File: src/rtl/fetch_queue.sv
// fetch_queue: instruction buffer between fetch and decode.
//
// Captures {pc, instr} pairs on each fetch memory response and presents them
// in order to decode over a valid/ready handshake. A flush (redirect) drops
// every buffered entry. Storage is a circular buffer of 2**DEPTH_LOG2 entries.
//
// Parameters:
//   DEPTH_LOG2  log2 of entry count (legal 1..4)
//
// Ports:
//   clk        in   clock, all state updates on posedge
//   rst_n      in   asynchronous active-low reset
//   in_valid   in   fetch response strobe
//   in_pc      in   pc of the returned instruction
//   in_instr   in   instruction word from memory
//   in_ready   out  queue can accept an entry this cycle (registered state only)
//   out_valid  out  head entry valid for decode
//   out_pc     out  pc of head entry
//   out_instr  out  instruction of head entry
//   out_ready  in   decode consumes head this cycle
//   flush      in   redirect, discard all entries
//   overflow   out  sticky: in_valid seen while in_ready=0, cleared only by reset
//
// Optional feature macro: FETCHQ_BYPASS_EN
//   When defined, an empty queue forwards in_pc/in_instr straight to out_* in
//   the same cycle; if decode also takes it, the entry is never written.
//   When undefined there is no combinational path from in_* to out_*.

module fetch_queue #(
   parameter int unsigned DEPTH_LOG2 = 2
) (
   input  logic        clk,
   input  logic        rst_n,
   input  logic        in_valid,
   input  logic [31:0] in_pc,
   input  logic [31:0] in_instr,
   output logic        in_ready,
   output logic        out_valid,
   output logic [31:0] out_pc,
   output logic [31:0] out_instr,
   input  logic        out_ready,
   input  logic        flush,
   output logic        overflow
);

   localparam int unsigned Depth = 2 ** DEPTH_LOG2;
   localparam int unsigned CntW  = DEPTH_LOG2 + 1;

   typedef logic [DEPTH_LOG2-1:0] ptr_t;
   typedef logic [CntW-1:0]       cnt_t;

   localparam cnt_t CountFull = cnt_t'(Depth);

   // State
   ptr_t        wr_ptr_q, wr_ptr_d;
   ptr_t        rd_ptr_q, rd_ptr_d;
   cnt_t        count_q, count_d;
   logic        overflow_q, overflow_d;
   logic [31:0] pc_mem_q    [Depth];
   logic [31:0] pc_mem_d    [Depth];
   logic [31:0] instr_mem_q [Depth];
   logic [31:0] instr_mem_d [Depth];

   logic empty;
   logic full;
   logic push;
   logic pop;
   logic drop;

   assign empty = (count_q == '0);
   assign full  = (count_q == CountFull);

   // A pop in the same cycle never makes room: readiness is purely registered.
   assign in_ready = ~full;
   assign overflow = overflow_q;

`ifdef FETCHQ_BYPASS_EN
   logic bypass;
   logic bypass_take;

   // Empty queue forwards the incoming response directly to decode.
   assign bypass      = empty & in_valid & ~flush;
   assign bypass_take = bypass & out_ready;

   assign out_valid = (~empty | in_valid) & ~flush;
   assign out_pc    = empty ? in_pc    : pc_mem_q[rd_ptr_q];
   assign out_instr = empty ? in_instr : instr_mem_q[rd_ptr_q];

   // A bypassed entry consumed this cycle is never written.
   assign push = in_valid & in_ready & ~flush & ~bypass_take;
`else
   assign out_valid = ~empty & ~flush;
   assign out_pc    = pc_mem_q[rd_ptr_q];
   assign out_instr = instr_mem_q[rd_ptr_q];

   assign push = in_valid & in_ready & ~flush;
`endif

   // Only stored entries are popped; a bypassed hand-off leaves storage alone.
   assign pop  = out_valid & out_ready & ~empty;
   assign drop = in_valid & ~in_ready & ~flush;

   // Next-state logic
   always_comb begin
      wr_ptr_d    = wr_ptr_q;
      rd_ptr_d    = rd_ptr_q;
      count_d     = count_q;
      overflow_d  = overflow_q | drop;
      pc_mem_d    = pc_mem_q;
      instr_mem_d = instr_mem_q;

      if (flush) begin
         // Everything buffered is discarded; realign read to write.
         count_d  = '0;
         rd_ptr_d = wr_ptr_q;
      end else begin
         if (push) begin
            pc_mem_d[wr_ptr_q]    = in_pc;
            instr_mem_d[wr_ptr_q] = in_instr;
            wr_ptr_d              = wr_ptr_q + ptr_t'(1);
         end
         if (pop) begin
            rd_ptr_d = rd_ptr_q + ptr_t'(1);
         end
         unique case ({push, pop})
            2'b10:   count_d = count_q + cnt_t'(1);
            2'b01:   count_d = count_q - cnt_t'(1);
            default: count_d = count_q;
         endcase
      end
   end

   // Control state, asynchronously reset
   always_ff @(posedge clk or negedge rst_n) begin
      if (!rst_n) begin
         wr_ptr_q   <= '0;
         rd_ptr_q   <= '0;
         count_q    <= '0;
         overflow_q <= 1'b0;
      end else begin
         wr_ptr_q   <= wr_ptr_d;
         rd_ptr_q   <= rd_ptr_d;
         count_q    <= count_d;
         overflow_q <= overflow_d;
      end
   end

   // Entry storage is intentionally not reset; contents are qualified by count.
   always_ff @(posedge clk) begin
      pc_mem_q    <= pc_mem_d;
      instr_mem_q <= instr_mem_d;
   end

endmodule

File: config.mk
export PLATFORM = sky130hd
export DESIGN_NAME = fetch_queue
export DESIGN_NICKNAME = d
export VERILOG_FILES = /design/src/rtl/fetch_queue.sv
export SDC_FILE = /design/constraint.sdc
export NUM_CORES = 1
export LEC_CHECK = 0
export BUFFER_PORTS_ARGS = -buffer_cell sky130_fd_sc_hd__buf_4
export CORE_ASPECT_RATIO = 1.4
export CORE_MARGIN = 1.5
export CORE_UTILIZATION = 38
export CTS_CLUSTER_DIAMETER = 100
export DETAILED_ROUTE_END_ITERATION = 12
export GPL_TIMING_DRIVEN = 0
export PLACE_DENSITY = 0.65
export SYNTH_ARGS = -nofsm -noshare
export SYNTH_HDL_FRONTEND = slang
export SYNTH_SLANG_ARGS = --single-unit
File: constraint.sdc
create_clock -name clk -period 4 [get_ports clk]
set_clock_uncertainty 0.1 [all_clocks]
set_input_delay 0.8 -clock clk [delete_from_list [all_inputs] [get_ports clk]]
set_output_delay 0.8 -clock clk [all_outputs]
set_load 0.02 [all_outputs]
[After elaboration in Yosys (flattened, before gate mapping)]
Cells that the tools add are included.
Storage, ports and cells
  word-level logic and storage cells: 54
  flip-flop bits (word level): 264
  output and inout bits: 67
  input bits: 69
Cells by class
  $lt $le $gt $ge: 3
  bitwise logic cells: 13
  reductions and logical operators: 5
  add/subtract/negate cells: 4
  equality and inequality tests: 3
  muxes and demuxes: 14
Operators by type and width (count)
  bitwise mux 128 bit: 2
  two-way mux 32 bit: 5
  binary-select mux 32 bit (select 2 bit): 2
  demux 32 bit (select 2 bit): 1
  AND 1 bit: 7
  >= comparator 3 bit, second input constant: 2
  NOT 2 -> 3 bit: 2
  case mux 3 bit (2 select lines): 1
  adder 2 x 1 -> 2 bit, second input constant: 2
  two-way mux 2 bit: 2
  adder 3 x 1 -> 3 bit, second input constant: 1
  == test 3 bit, second input constant: 1
  zero test 3 bit: 1
  less-than comparator 3 x 1 -> 1 bit, second input constant: 1
  two-way mux 3 bit: 1
  NOT 1 bit: 3
  nonzero test 3 bit: 1
  subtractor 3 x 1 -> 3 bit, second input constant: 1
  == test 2 x 1 -> 1 bit, second input constant: 1
  == test 2 bit, second input constant: 1
  AND reduction 2 bit: 1
  nonzero test 2 bit: 1
  logical AND 1 bit: 1
  OR 1 bit: 1

[Longest topological paths before layout]
  depth in word-level cells: 8
  mapped depth: 8

[Worst setup path after synthesis]
No wires, ideal clock.
  path type: input -> register
  start: input flush
  end: register instr_mem_q[0] (netlist name), enable pin
  data required time: 3.471 ns
  path slack: 0.734 ns
  path buffers: 0
  arrival time: 2.737 ns
  cell stages on the path: 3
  cell sequence: nand2b_1 a21oi_4 and2_1
On the way
  word-level cells in the longest chain between the ends: 3
RTL lines
  start: declaration: line 42  | input logic flush,
  NOT 1 bit (no source line) *
  AND 1 bit: line 96  | assign push = in_valid & in_ready & ~flush;
  AND reduction 2 bit (no source line) *
  end signal: assignment: line 151  | instr_mem_q <= instr_mem_d;
  end: declaration: line 61  | logic [31:0] instr_mem_q [Depth];
Mark *: on every way between the ends. The rest lies on a longest branch, timed or not.
A chain may end at the register's enable or synchronous reset.

[Worst setup path after layout]
  start: register rd_ptr_q[1]
  end: output out_pc[12]
On the way
  word-level cells in the longest chain between the ends: 4
RTL lines
  start: declaration: line 56  | ptr_t rd_ptr_q, rd_ptr_d;
  start signal: assignment: line 142  | rd_ptr_q <= rd_ptr_d;
  NOT 2 -> 3 bit (not written as such): line 93  | assign out_pc = pc_mem_q[rd_ptr_q];
  binary-select mux 32 bit (select 2 bit): line 93
  two-way mux 32 bit (not written as such) (2 in a row): line 93
  end: declaration: line 39  | output logic [31:0] out_pc,
Every way passes these cells. The select of a mux whose other input is x is not followed.

==> impl_results.md <==
- Maximum root-to-sink buffer count: 3
- GP Congestion: 0.766
- Max Used Layer: met4
- Area of the die: 26,700 µm²
- Height of the die: 193 µm
- Reg2reg end: count_q[2]
- H-tree depth reported by CTS: 1
- Final routed wirelength across all metal layers: 18,400 µm
- Setup CP Type: flop to output port
- Reg-to-Reg Start: count_q[1]
- Top cells by area in the synthesized netlist: sky130_fd_sc_hd__edfxtp_1 (79%), sky130_fd_sc_hd__mux4_2 (15%), sky130_fd_sc_hd__dfrtp_1 (2.0%)
- Core area: 25,400 µm²
- Count of unique library cells instantiated by Yosys: 32
- First-pass GRT wire length: 28,400 µm
- Antenna diodes: 0
- Starting DRT DRC Count: 207
- Combined area of the multi-input logic cells: 1780 µm²
- MaxCap Viol Count: 0
- Worst hold path type: primary input to flop
- Hold Path End: instr_mem_q[72]
- # DRC: 0
- Depth of the worst register-to-register path: 8
- Average cell area after synthesis: 24.8 µm²
- VDD IR-drop max: 0.000360 V
- Part of the cycle the worst path needs: 75.1%
- Clock sink count: 264
- Mapped cell area: 9790 µm²
- Share of the core filled with cells: 47.5%
- Top cell type's share of synthesized area: 78.5%
- DRT met1 WL: 7270 µm
- # rows: 69
- Total half-perimeter wirelength after legalization and detailed placement: 11,600 µm
- Number of buffers inserted by post-CTS setup repair: 0
- Nets: 635
- Final setup violation count: 0
- Main combinational cell family by area after synthesis: multiplexers
- Data required, critical path: 3.10 ns
- Post-synthesis simple-gate area fraction: 1.30%
- Setup repair after global routing missed its margin: false
- Arrival time worst endpoint: 2.10 ns
- Synthesized-area fraction occupied by ao, oa, aoi and oai cells: 0.908%
- Clock Pin Slew Worst Setup and Hold Paths: 0.06 ns
- Area growth from synthesis to final layout: 23.2%
- Slew at the pin closest to its max-slew limit: 0.673 ns
- Met2 wire len: 10,100 µm
- Startpoint Class: flop
- Result of the run: finished, final reports clean
- Max Fclk: 0.333 GHz
- Gate count of the mapped netlist: 395
- Post-cts repair resize count: 0
- Hold Path Depth: 1
- Post-detailed-route count of antenna-violating nets: 0
- Beginning of the worst hold path: in_instr[8]
- Synthesis Warnings: 0
- Aggregate global-route resource usage: 13.8%
- Max transition margin: 55.2%
- Number of CTS-inserted buffers: 25
- Finished Layout Cells: 897
- Sequential share of the synthesized area: 80.6%
- Leakage power of the design: 4.08 nW
- Via count of the first global-routing pass: 4,983
- DR pass1 iterations: 4
- Reg-to-reg setup timing slack: 1.49 ns
- Library cell with the largest summed area after synthesis: sky130_fd_sc_hd__edfxtp_1
- Quantity of I/O buffers inserted on ports: 134
- Fraction of synthesized area in multiplexers: 14.7%
- Hold Fails Final Rpt: 0
- Vias: 4,482
- PD cells: 667 nW/µm²
- WL per Instance: 20.5 µm
- Area share of fa/ha/maj cells after synthesis: 0.716%
- Maximum fanout along the worst path: 10
- Net count after synthesis: 469
- Initial Util: 38.6%
- Kind of end point of the critical path: output port
- Placed cell count: 852
- Number of buffers inserted by hold repair at cts: 1
- Count of filler cells inserted in the layout: 2,109
- Number of flip-flops and latches in the synthesized netlist: 264
- Final critical-path required period: 3.00 ns
- Fraction of layout instances using a drive strength above 1: 44.3%
- Wire length on met3: 740 µm
- Number of pins exceeding their max-slew limit in the final report: 0
- Root buffer selected by CTS: sky130_fd_sc_hd__clkbuf_16
- Pin count of the biggest net entering global routing: 37
- Xor and xnor fraction of the mapped netlist area: 0.447%
- Sequential cell area: 7890 µm²
- Avg Vias per Cell: 5.00
- Overflow after GRT: 0
- TritonCTS clock tree: done
- Num ports: 136
- Die width: 139 µm
- Clk Latency, worst-skew pair: 0.51 ns
- Antenna violations before repair: 0
[flip-flops by register name, summed over array words and instances, names as in the netlist]
register	count
instr_mem_q	128
rd_ptr_q	2
count_q	3
overflow	1
pc_mem_q	128
wr_ptr_q	2
[worst max-delay path: stages, from the launching register on]
cell                      delay, ns
sky130_fd_sc_hd__dfrtp_1       0.35
sky130_fd_sc_hd__buf_2         0.32
sky130_fd_sc_hd__buf_2         0.36
sky130_fd_sc_hd__mux4_2        0.38
sky130_fd_sc_hd__buf_4         0.18
[layout by cell type (no fill, tap or decap), types with 2 or more instances in the layout]
master / count
sky130_fd_sc_hd__dfrtp_1: 8
sky130_fd_sc_hd__clkbuf_1: 8
sky130_fd_sc_hd__clkinv_2: 5
sky130_fd_sc_hd__nor3_1: 2
sky130_fd_sc_hd__clkbuf_16: 25
sky130_fd_sc_hd__buf_16: 2
sky130_fd_sc_hd__nand2_1: 6
sky130_fd_sc_hd__buf_4: 136
sky130_fd_sc_hd__nor2_1: 2
sky130_fd_sc_hd__inv_1: 4
sky130_fd_sc_hd__and3_1: 2
sky130_fd_sc_hd__nand2b_1: 3
sky130_fd_sc_hd__edfxtp_1: 256
sky130_fd_sc_hd__inv_6: 2
sky130_fd_sc_hd__o21ai_0: 4
sky130_fd_sc_hd__and2_4: 4
sky130_fd_sc_hd__clkinv_1: 3
sky130_fd_sc_hd__xor2_1: 3
sky130_fd_sc_hd__mux4_2: 64
sky130_fd_sc_hd__buf_2: 7
sky130_fd_sc_hd__xnor2_1: 2
sky130_fd_sc_hd__o21ai_1: 2
sky130_fd_sc_hd__buf_6: 5
sky130_fd_sc_hd__ha_1: 4
sky130_fd_sc_hd__buf_12: 2
[cells in the mapped netlist]
| master | instances |
|---|---|
| sky130_fd_sc_hd__a211oi_1 | 1 |
| sky130_fd_sc_hd__a21oi_1 | 1 |
| sky130_fd_sc_hd__a21oi_4 | 1 |
| sky130_fd_sc_hd__a311o_1 | 1 |
| sky130_fd_sc_hd__a31oi_1 | 1 |
| sky130_fd_sc_hd__and2_1 | 4 |
| sky130_fd_sc_hd__and3_1 | 2 |
| sky130_fd_sc_hd__buf_2 | 7 |
| sky130_fd_sc_hd__buf_4 | 2 |
| sky130_fd_sc_hd__buf_6 | 5 |
| sky130_fd_sc_hd__clkbuf_1 | 2 |
| sky130_fd_sc_hd__dfrtp_1 | 8 |
| sky130_fd_sc_hd__edfxtp_1 | 256 |
| sky130_fd_sc_hd__fa_1 | 1 |
| sky130_fd_sc_hd__ha_1 | 4 |
| sky130_fd_sc_hd__inv_1 | 4 |
| sky130_fd_sc_hd__mux4_2 | 64 |
| sky130_fd_sc_hd__nand2_1 | 6 |
| sky130_fd_sc_hd__nand2b_1 | 3 |
| sky130_fd_sc_hd__nand3_1 | 1 |
| sky130_fd_sc_hd__nand3b_1 | 1 |
| sky130_fd_sc_hd__nor2_1 | 2 |
| sky130_fd_sc_hd__nor2b_1 | 1 |
| sky130_fd_sc_hd__nor3_1 | 2 |
| sky130_fd_sc_hd__nor4_1 | 1 |
| sky130_fd_sc_hd__o21ai_0 | 4 |
| sky130_fd_sc_hd__o21ai_1 | 2 |
| sky130_fd_sc_hd__o21bai_1 | 1 |
| sky130_fd_sc_hd__o22ai_1 | 1 |
| sky130_fd_sc_hd__or3_1 | 1 |
| sky130_fd_sc_hd__xnor2_1 | 2 |
| sky130_fd_sc_hd__xor2_1 | 3 |
[power breakdown]
part,internal (mW),switching [mW],leakage [nW]
combinational,1.15,1.32,1.29
clock,1.23,0.941,0.370
sequential,3.33,0.0720,2.42
[kinds of logic (layout without fill, tap and decap cells)]
logic type	after synthesis	in the layout
mux	64	64
fa+ha+maj	5	5
buf+inv	20	203
xor+xnor	5	5
flops	264	264
simple gates	24	24
compound gates	13	13
[how the worst max path moves through the flow]
stage | from | end | slack, ns | depth (start not counted)
final | rd_ptr_q[1] | out_pc[12] | 1.0 | 4
after global routing | rd_ptr_q[0] | out_instr[7] | 0.87 | 4
after CTS | rd_ptr_q[0] | out_instr[3] | 0.90 | 4
after detailed placement | flush | pc_mem_q[27] | 1.25 | 5
after global placement | flush | pc_mem_q[126] | -0.63 | 4
after floorplan | flush | instr_mem_q[0] | 0.73 | 3
[metal layers]
metal / GRT usage, % / vias up
li1: - / 2015
met1: 16.5 / 2340
met2: 26.1 / 99
met3: 2.18 / 28
met4: 3.93 / 0
met5: 0 / -
[per-stage QoR]
step	TNS [ns]	worst slack [ns]	power (mW)	hold slack [ns]	instance area, µm²
after floorplan	0	0.734	5.00	0.404	9790
after global placement	-156.76	-0.626	5.93	0.362	11200
after detailed placement	0	1.25	6.00	0.367	11300
after CTS	0	0.899	8.19	0.353	12100
after global routing	0	0.875	8.40	0.358	12100
final	0	0.995	8.04	0.384	12100
[cell type report]
cell class                      instances  area share [%]
Buffer                                 16           0.944
Clock buffer                           32            5.49
Clock inverter                         12           0.757
Inverter                                4           0.124
Multi-Input combinational cell        111            14.8
Sequential cell                       264            65.4
Tap cell                              319            3.31
Timing Repair Buffer                  139            9.21
(Power assumes the default switching activity.)
